<file path="src/rtl/approx_mult_seq_pkg.sv">
// approx_mult_pkg: shared types and helpers for the sequential approximate multiplier.
//   mode_t  : per-operation arithmetic mode (exact / truncate / truncate+compensate / reserved)
//   state_t : control FSM states
//   col_mask: keeps partial-product columns K and above, clears columns 0..K-1
package approx_mult_pkg;

   // Widest product the mask helper supports (2W <= MAX_PW).
   localparam int MAX_PW = 128;

   typedef enum logic [1:0] {
      MODE_EXACT      = 2'b00,
      MODE_TRUNC      = 2'b01,
      MODE_TRUNC_COMP = 2'b10,
      MODE_RSVD       = 2'b11
   } mode_t;

   typedef enum logic [1:0] {
      ST_IDLE = 2'b00,
      ST_BUSY = 2'b01,
      ST_DONE = 2'b10
   } state_t;

   // ~((1<<k)-1); callers size-cast the result down to their 2W product width.
   function automatic logic [MAX_PW-1:0] col_mask(input int k);
      return ~((MAX_PW'(1) << k) - MAX_PW'(1));
   endfunction

endpackage

</file>
<file path="src/rtl/approx_mult_seq_if.sv">
// approx_mult_seq_if: operand and result valid/ready channels of approx_mult_seq.
//   in_valid/in_ready/in_a/in_b/in_mode : operation request channel
//   out_valid/out_ready/out_res/out_mode: product result channel
//   master: stream source + sink side; slave: the multiplier.
interface approx_mult_seq_if #(
   parameter int W = 16
);
   logic           in_valid;
   logic           in_ready;
   logic [W-1:0]   in_a;
   logic [W-1:0]   in_b;
   logic [1:0]     in_mode;
   logic           out_valid;
   logic           out_ready;
   logic [2*W-1:0] out_res;
   logic [1:0]     out_mode;

   modport master (
      output in_valid, in_a, in_b, in_mode, out_ready,
      input  in_ready, out_valid, out_res, out_mode
   );

   modport slave (
      input  in_valid, in_a, in_b, in_mode, out_ready,
      output in_ready, out_valid, out_res, out_mode
   );
endinterface

</file>
<file path="src/rtl/approx_mult_seq_pp_row.sv">
// approx_pp_row: combinational sum of the BPC partial products handled in one cycle.
//   a_sh_i   : multiplicand already shifted left by offset_i (2W bits)
//   b_bits_i : the BPC multiplier bits for this cycle
//   offset_i : bit position of b_bits_i[0] within the original multiplier
//   mode_i   : arithmetic mode; truncating modes clear columns below K
//   sum_o    : masked sum of the partial products (2W bits)
module approx_pp_row
   import approx_mult_pkg::*;
#(
   parameter int W   = 16,
   parameter int BPC = 1,
   parameter int K   = 8
) (
   input  logic [2*W-1:0]      a_sh_i,
   input  logic [BPC-1:0]      b_bits_i,
   input  logic [$clog2(W):0]  offset_i,
   input  mode_t               mode_i,
   output logic [2*W-1:0]      sum_o
);
   localparam int PW = 2 * W;
   localparam logic [PW-1:0] MASK = PW'(col_mask(K));

   logic          trunc;
   logic [PW-1:0] pp;

   always_comb begin
      // Once the row sits at or above column K every bit is kept, so the mask is skipped.
      trunc = ((mode_i == MODE_TRUNC) || (mode_i == MODE_TRUNC_COMP)) && (int'(offset_i) < K);
      sum_o = '0;
      pp    = '0;
      for (int j = 0; j < BPC; j++) begin
         pp = b_bits_i[j] ? (a_sh_i << j) : '0;
         if (trunc) pp = pp & MASK;
         sum_o = sum_o + pp;
      end
   end
endmodule

</file>
<file path="src/rtl/approx_mult_seq.sv">
// approx_mult_seq: multi-cycle shift-add unsigned multiplier with exact, truncated
// and truncated+compensated modes; BPC multiplier bits are consumed per cycle.
//   clk   : clock, rising edge
//   rst_n : asynchronous active-low reset
//   bus   : approx_mult_seq_if.slave (operand channel in, product channel out)
module approx_mult_seq
   import approx_mult_pkg::*;
#(
   parameter int W   = 16,
   parameter int BPC = 1,
   parameter int K   = 8
) (
   input  logic              clk,
   input  logic              rst_n,
   approx_mult_seq_if.slave  bus
);
   localparam int PW  = 2 * W;
   localparam int CYC = W / BPC;
   localparam int CW  = $clog2(CYC + 1);
   localparam int OW  = $clog2(W) + 1;
   localparam logic [PW-1:0] COMP = (K > 0) ? (PW'(1) << ((K > 0) ? K - 1 : 0)) : '0;

   state_t        state_q, state_d;
   mode_t         mode_q, mode_d;
   logic [PW-1:0] a_q, a_d;
   logic [PW-1:0] acc_q, acc_d;
   logic [W-1:0]  b_q, b_d;
   logic [CW-1:0] cnt_q, cnt_d;
   logic [OW-1:0] off_q, off_d;
   logic          in_ready_q, in_ready_d;
   logic [PW-1:0] pp_sum;

   approx_pp_row #(.W(W), .BPC(BPC), .K(K)) u_pp_row (
      .a_sh_i   (a_q),
      .b_bits_i (b_q[BPC-1:0]),
      .offset_i (off_q),
      .mode_i   (mode_q),
      .sum_o    (pp_sum)
   );

   always_comb begin
      state_d = state_q;
      mode_d  = mode_q;
      a_d     = a_q;
      acc_d   = acc_q;
      b_d     = b_q;
      cnt_d   = cnt_q;
      off_d   = off_q;
      unique case (state_q)
         ST_IDLE: begin
            if (bus.in_valid && in_ready_q) begin
               a_d     = {{W{1'b0}}, bus.in_a};
               b_d     = bus.in_b;
               mode_d  = (bus.in_mode == MODE_RSVD) ? MODE_EXACT : mode_t'(bus.in_mode);
               acc_d   = '0;
               cnt_d   = CW'(CYC);
               off_d   = '0;
               state_d = ST_BUSY;
            end
         end
         ST_BUSY: begin
            acc_d = acc_q + pp_sum;
            a_d   = a_q << BPC;
            b_d   = b_q >> BPC;
            off_d = off_q + OW'(BPC);
            cnt_d = cnt_q - CW'(1);
            if (cnt_d == '0) begin
               // Compensation lands on the final accumulate so DONE holds the finished value.
               if (mode_q == MODE_TRUNC_COMP) acc_d = acc_d + COMP;
               state_d = ST_DONE;
            end
         end
         ST_DONE: begin
            if (bus.out_ready) state_d = ST_IDLE;
         end
         default: state_d = ST_IDLE;
      endcase
      // Registered ready: low through reset, high from the first edge spent in IDLE.
      in_ready_d = (state_d == ST_IDLE);
   end

   always_ff @(posedge clk or negedge rst_n) begin
      if (!rst_n) begin
         state_q    <= ST_IDLE;
         mode_q     <= MODE_EXACT;
         a_q        <= '0;
         acc_q      <= '0;
         b_q        <= '0;
         cnt_q      <= '0;
         off_q      <= '0;
         in_ready_q <= 1'b0;
      end else begin
         state_q    <= state_d;
         mode_q     <= mode_d;
         a_q        <= a_d;
         acc_q      <= acc_d;
         b_q        <= b_d;
         cnt_q      <= cnt_d;
         off_q      <= off_d;
         in_ready_q <= in_ready_d;
      end
   end

   // Result and mode are only exposed in DONE, so a partial accumulator is never visible.
   assign bus.in_ready  = in_ready_q;
   assign bus.out_valid = (state_q == ST_DONE);
   assign bus.out_res   = (state_q == ST_DONE) ? acc_q : '0;
   assign bus.out_mode  = (state_q == ST_DONE) ? mode_q : MODE_EXACT;
endmodule

</file>
<file path="src/flat_wrapper.sv">
// flat-port wrapper written by rule: the top's interface ports become plain ports
module approx_mult_seq_flat import approx_mult_pkg::*;
#(
   parameter int W   = 16,
   parameter int BPC = 1,
   parameter int K   = 8
)
  (clk, rst_n, bus_in_valid, bus_in_a, bus_in_b, bus_in_mode, bus_out_ready, bus_in_ready, bus_out_valid, bus_out_res, bus_out_mode);
  approx_mult_seq_if #(.W(W)) bus_i ();
  input  logic clk;
  input  logic rst_n;
  input wire logic [$bits(bus_i.in_valid)-1:0] bus_in_valid;
  input wire logic [$bits(bus_i.in_a)-1:0] bus_in_a;
  input wire logic [$bits(bus_i.in_b)-1:0] bus_in_b;
  input wire logic [$bits(bus_i.in_mode)-1:0] bus_in_mode;
  input wire logic [$bits(bus_i.out_ready)-1:0] bus_out_ready;
  output wire logic [$bits(bus_i.in_ready)-1:0] bus_in_ready;
  output wire logic [$bits(bus_i.out_valid)-1:0] bus_out_valid;
  output wire logic [$bits(bus_i.out_res)-1:0] bus_out_res;
  output wire logic [$bits(bus_i.out_mode)-1:0] bus_out_mode;
  assign bus_i.in_valid = bus_in_valid;
  assign bus_i.in_a = bus_in_a;
  assign bus_i.in_b = bus_in_b;
  assign bus_i.in_mode = bus_in_mode;
  assign bus_i.out_ready = bus_out_ready;
  assign bus_in_ready = bus_i.in_ready;
  assign bus_out_valid = bus_i.out_valid;
  assign bus_out_res = bus_i.out_res;
  assign bus_out_mode = bus_i.out_mode;
  approx_mult_seq #(.W(W), .BPC(BPC), .K(K)) u_core (.clk(clk), .rst_n(rst_n), .bus(bus_i));
endmodule
</file>
<file path="config.mk">
export PLATFORM = sky130hd
export DESIGN_NAME = approx_mult_seq_flat
export DESIGN_NICKNAME = d
export VERILOG_FILES = /design/src/rtl/approx_mult_seq_pkg.sv /design/src/rtl/approx_mult_seq_if.sv /design/src/rtl/approx_mult_seq_pp_row.sv /design/src/rtl/approx_mult_seq.sv /design/src/flat_wrapper.sv
export SDC_FILE = /design/constraint.sdc
export NUM_CORES = 1
export LEC_CHECK = 0
export BUFFER_PORTS_ARGS = -buffer_cell sky130_fd_sc_hd__buf_4
export CORE_MARGIN = 5
export CORE_UTILIZATION = 61
export CTS_CLUSTER_DIAMETER = 150
export DETAILED_ROUTE_END_ITERATION = 10
export PLACE_DENSITY = 0.93
export SLEW_MARGIN = 10
export SYNTH_ARGS = -nofsm -noshare
export SYNTH_HDL_FRONTEND = slang
export SYNTH_HIERARCHICAL = 1
export SYNTH_SLANG_ARGS = --single-unit
export TNS_END_PERCENT = 5
</file>
<file path="constraint.sdc">
create_clock -name clk -period 7.8 [get_ports clk]
set_input_delay 0 -clock clk [delete_from_list [all_inputs] [get_ports clk]]
set_output_delay 0 -clock clk [all_outputs]
set_load 0.1 [all_outputs]
</file>
Word-level counts from Yosys, hierarchy flattened --
Index checks and enable logic that the tools add are counted.
Cells by class: add/sub/neg operators 4, multiply operators 0, div/mod/pow operators 0, order comparisons 1, equal/unequal tests 6, shift operators 0, multiplexer cells 21, bitwise operators 0, reduce and logical (&&, ||, !) cells 9
Operator list (number):
- $mux W32 | 6
- $pmux W32 S2 | 2
- $add A32 B32 Y32 | 1
- $add A32 B8 Y32 const B | 1
- $pmux W16 S2 | 1
- $pmux W5 S2 | 2
- $mux W16 | 1
- $mux W2 | 5
- $mux W5 | 2
- $mux W8 | 1
- $eq A2 B2 Y1 const B | 3
- $pmux W2 S3 | 1
- $add A5 B1 Y5 const B | 1
- $logic_not A5 Y1 | 1
- $lt A5 B4 Y1 const B | 1
- $sub A5 B1 Y5 const B | 1
- $eq A2 B1 Y1 const B | 2
- $logic_not A2 Y1 | 2
- $reduce_and A2 Y1 | 2
- $logic_and A1 B1 Y1 | 2
- $ne A2 B1 Y1 const B | 1
- $reduce_bool A2 Y1 | 1
- $logic_or A1 B1 Y1 | 1
Storage, ports and cells: register bits 95, latch bits 0, memory bits (writable) 0, ROM bits 0, bits of input ports 38, output and inout port bits 36, logic and storage cells 49, memories 0

Logic depth before layout (Yosys ltp) --
depth after elaboration 9, mapped depth 20, depth with buffers taken out 19

Cells and area by module --
Netlist, hierarchy kept.
Modules (own cells, without submodules):
- approx_mult_seq | times used 1, cells an instance 808, area an instance 6648.9 um^2, seq. area each 2377.3 um^2
- approx_pp_row | times used 1, cells an instance 45, area an instance 252.7 um^2, seq. area each 0.0 um^2

Least setup slack after synthesis --
Ideal clock, no wire load.
path type reg2reg, start point register u_core.mode_q[1], end point register u_core.acc_q[29], setup time 0.121 ns, arrival 3.743 ns, required time 7.679 ns, setup slack 3.936 ns, stages on the path, launching flop included 18, path buffers 0, cell sequence dfrtp_1 xor2_2 a21oi_1 ha_1 a21o_1 a31oi_2 a21oi_1 a21boi_0 xnor2_1 ha_1 and2_1 nand3_1 nor4_2 and2_4 nor4b_4 and4_1 xor2_1 a22o_1
On the way: word-level cells in the longest chain between the ends 9, elaborated cells on any way between the ends 10
Ends and longest elaborated chain:
- start: declaration | RTL line approx_mult_seq.sv:24 | mode_t mode_q, mode_d;
- start signal: assignment | RTL line approx_mult_seq.sv:94 | mode_q <= mode_d;
- $eq A2 B1 Y1 / $eq A2 B2 Y1 (equally long branches) | RTL line approx_mult_seq_pp_row.sv:28 | trunc = ((mode_i == MODE_TRUNC) || (mode_i == MODE_TRUNC_COMP)) && (int'(offset_i) < K);
- $logic_or A1 B1 Y1 * | RTL line approx_mult_seq_pp_row.sv:28
- $logic_and A1 B1 Y1 * | RTL line approx_mult_seq_pp_row.sv:28
- $mux W8 * | RTL line approx_mult_seq_pp_row.sv:33 | if (trunc) pp = pp & MASK;
- named net u_core.pp_sum[4] | RTL line approx_mult_seq.sv:31 | logic [PW-1:0] pp_sum;
- $add A32 B32 Y32 * | RTL line approx_mult_seq.sv:62 | acc_d = acc_q + pp_sum;
- $add A32 B8 Y32 | RTL line approx_mult_seq.sv:69 | if (mode_q == MODE_TRUNC_COMP) acc_d = acc_d + COMP;
- $mux W32 | RTL line approx_mult_seq.sv:69
- $mux W32 * | RTL line approx_mult_seq.sv:67 | if (cnt_d == '0) begin
- $pmux W32 S2 * | RTL line approx_mult_seq.sv:49 | unique case (state_q)
- end signal: assignment | RTL line approx_mult_seq.sv:87 | acc_q <= '0;
- end signal: assignment | RTL line approx_mult_seq.sv:96 | acc_q <= acc_d;
- end: declaration | RTL line approx_mult_seq.sv:26 | logic [PW-1:0] acc_q, acc_d;
The timed path passes the listed nets; every way through them passes the cells marked *. A chain may end at the register's enable or synchronous reset.

Worst setup path after layout --
start point register u_core.b_q[0], end point register u_core.acc_q[29]
On the way: word-level cells in the longest chain between the ends 7
Ends and longest elaborated chain:
- start: declaration | RTL line approx_mult_seq.sv:27 | logic [W-1:0] b_q, b_d;
- start signal: assignment | RTL line approx_mult_seq.sv:88 | b_q <= '0;
- start signal: assignment | RTL line approx_mult_seq.sv:97 | b_q <= b_d;
- $mux W32 * | RTL line approx_mult_seq_pp_row.sv:32 | pp = b_bits_i[j] ? (a_sh_i << j) : '0;
- $mux W8 * | RTL line approx_mult_seq_pp_row.sv:33
- named net u_core.pp_sum[1] | RTL line approx_mult_seq.sv:31
- $add A32 B32 Y32 * | RTL line approx_mult_seq.sv:62
- $add A32 B8 Y32 | RTL line approx_mult_seq.sv:69
- $mux W32 | RTL line approx_mult_seq.sv:69
- $mux W32 * | RTL line approx_mult_seq.sv:67
- $pmux W32 S2 * | RTL line approx_mult_seq.sv:49
Marked as above.

==> metrics.txt <==
clock slew at reported path FFs=around 0.070 ns; P per Cell Area=around 400 nW/um^2; met1 usage=about two fifths; met3 GRT Util=between 6 and 7%; DIE AREA=13540 sq um; drt drc=0; Pre-antenna DRT Iters=6; RSZ-0062 raised after global routing=no; post-synth net total=927; Ports=74; Worst Path Required=8.04 ns; P&R area growth vs syn=18.02%; global-route met2 utilization=48.59%; Net Sw Power=1632 uW; post-synthesis sequential area ratio=34.45%; Pwr Total=3261 uW; synthesis-stage register bit count=95; sw frac=50.05%; cts hold-fix bufs=37; final setup skew=0.009600 ns; Synth Warn #=6; via count=6910; most frequent cell after synthesis=nand2_1; initial antenna violation count=0; Worst Max-Slew Pin Slew=1.086 ns; TritonCTS clock tree=done; gr ovfl total=0; DR iter-0 viols=about 700; Post-DP Area=approximately 7500 sq um; CP Class=register to register; Final HPWL DP=13290 microns; Placer Congestion=slightly above 1; Crit Path Max Fanout=33; Final Slew Violations=0; mean number of vias per cell=between 6 and 7; Distinct cells, synth=74; fin area=8145 sq um; Yosys top cell by area=dfrtp_1; FILL cells=724; htree depth=3; Sequential Power Share=28.1%; CTS root buffer=clkbuf_16; Period Utilization, post-route=63.21%; P_leak=0.003740 uW; # diodes=0; Crit. End Element=register; Die Span Y=116.4 microns; DRT Wirelength=roughly 20000 microns; post-synthesis instance total=~850; Fmax=0.2028 GHz; # resized after CTS=0; Hold Path Class=input pin to async pin; area of the core=about 11000 sq um; top cells by count, synth=136 x nand2_1, 95 x dfrtp_1, 78 x nor2_1, 72 x o21ai_0, 66 x and2_1; WL/cell=18.58 microns; final core occ=roughly three quarters; max_slew headroom=about a quarter; Int Pwr=1629 uW; cts bufs inserted=9; maximum vdd ir drop=0.2787 mV; area of the mapped netlist=6902 sq um; vias in the first global route=6600; starting density of the core=a little over three fifths; status=completed; row count=38; crit start category=register; Setup TNS=0 ns; syn avg cell area=8.091 sq um; Hold Violations, Final=0; share of the synthesized area in the top cell type=34.45%; Skew-Pair Late Insertion Delay=~0.35 ns; clock sink total=95; area of the multi-input gates=about 4300 sq um; asr flop ratio synth=100.0%; largest cells by area after synthesis=dfrtp_1 34%, nand2_1 7.4%, ha_1 6.3%; min Tclk post-route=4.931 ns; Arrival @ worst endpoint=around 5.2 ns; largest net degree at the start of global routing=65; clock buffer depth=2; GRT busiest layer=met2; Synth Flop Type=dfrtp_1; number of synthesized flops with an enable pin=0; # nets final=1003; Die W=around 120 microns; Post-CTS Setup Repair Bufs=0; PortBufs=73; storage element area=about 2400 sq um; maxcap violations=0; antenna viol nets, final=0; Logic pwr share=approximately three fifths; first-pass GRT wire length=around 33000 microns; Total GRT Usage=30.48%; Clk pwr share=13.7%; layout cells sized above 1=12.21%; Setup-failing EPs final=0
metrics by stage:
step	instances	worst slack, ns	hold slack [ns]
after global placement	1021	3.272	-0.04542
after detailed placement	1021	3.060	-0.03662
after global routing	1074	2.530	0.1625
final	1074	2.869	0.1173
after floorplan	853	3.936	-0.2956
after CTS	1074	3.000	0.1304
state kept, by name (all words and copies together), names as in the netlist:
register and flops:
u_core/b_q 16, u_core/acc_q 32, u_core/state_q 2, u_core/bus.in_ready 1
u_core/off_q 5, u_core/a_q 32, u_core/cnt_q 5, u_core/mode_q 2
placed cells by master (no fill, tap or decap), types with 3 or more instances in the layout:
cell,synthesis,routed
a21o_1,13,13
dfrtp_1,95,95
o22ai_1,16,16
a2111oi_0,3,3
a22oi_1,16,16
xor2_1,21,21
o21a_1,9,9
nand4_1,11,11
nor3_1,7,7
nor4_2,3,3
clkbuf_16,0,9
nand2b_1,8,7
nor2_1,78,77
o21ai_0,72,72
a21oi_1,38,38
nand3_1,34,34
o21bai_1,4,4
a31oi_1,5,5
or3_1,5,5
o31ai_1,5,5
o211ai_1,8,8
and3_1,6,6
nand2_1,136,136
mux2i_1,3,3
inv_1,12,12
and2_1,66,66
dlygate4sd3_1,0,37
or2_2,4,4
xnor2_1,22,22
nand3b_1,5,5
nor4_1,3,3
ha_1,35,35
a211o_1,5,5
a211oi_1,6,6
and4_1,4,4
buf_4,0,77
worst max-delay path, stage by stage, from the launching register on:
cell      delay [ns]
dfrtp_1         0.93
nand2_1         0.12
a21oi_1         0.27
ha_1            0.29
a21oi_1         0.22
nand4b_1        0.29
a21oi_1         0.17
a21boi_0        0.31
xnor2_1         0.23
ha_1            0.20
and2_1          0.15
nand3_1         0.11
nor4_2          0.50
and2_4          0.30
nor4b_4         0.22
and4_1          0.24
xor2_1          0.07
a22o_1          0.17
final timing paths:
| kind | to | cells after the start | start | slack, ns |
|---|---|---|---|---|
| worst max-delay path | u_core/acc_q[29] | 17 | u_core/b_q[0] | 2.87 |
| worst min-delay path | u_core/a_q[2] | 2 | rst_n | 0.12 |
| worst max register to register | u_core/acc_q[29] | 17 | u_core/b_q[0] | 2.87 |
| worst min register to register | u_core/b_q[3] | 2 | u_core/b_q[3] | 0.50 |
| max in group asynchronous | u_core/acc_q[23] | 3 | rst_n | 6.54 |
| min in group clk | u_core/a_q[3] | 5 | bus_in_valid | 0.34 |
metal layers:
| layer | share of wire, % | vias up |
|---|---|---|
| li1 | - | 3176 |
| met1 | 40 | 3236 |
| met2 | 47 | 414 |
| met3 | 9.8 | 84 |
| met4 | 3.9 | 0 |
| met5 | 0 | - |
power groups by stage:
stage	clock network, uW	logic, uW	registers [uW]
final	446	1900	918
after global routing	470	2080	936
after CTS	451	1840	904
after detailed placement	0	1810	908
after global placement	0	1750	903
after floorplan	0	1440	851
cell type report:
cell class / instances / area share, %
Clock buffer: 10 / 2.934
Clock inverter: 6 / 0.7066
Inverter: 12 / 0.5530
Multi-Input combinational cell: 697 / 52.83
Sequential cell: 95 / 29.19
Tap cell: 140 / 2.151
Timing Repair Buffer: 114 / 11.64
cells by family after synthesis:
| kind of cell | share of synthesized area (%) |
|---|---|
| fa+ha+maj | 6.635 |
| compound gates | 21.19 |
| mux | 0.5983 |
| xor+xnor | 5.693 |
| flops | 34.45 |
| simple gates | 27.97 |
| buf+inv | 3.463 |
No activity file was read; power rests on OpenSTA's default activity.
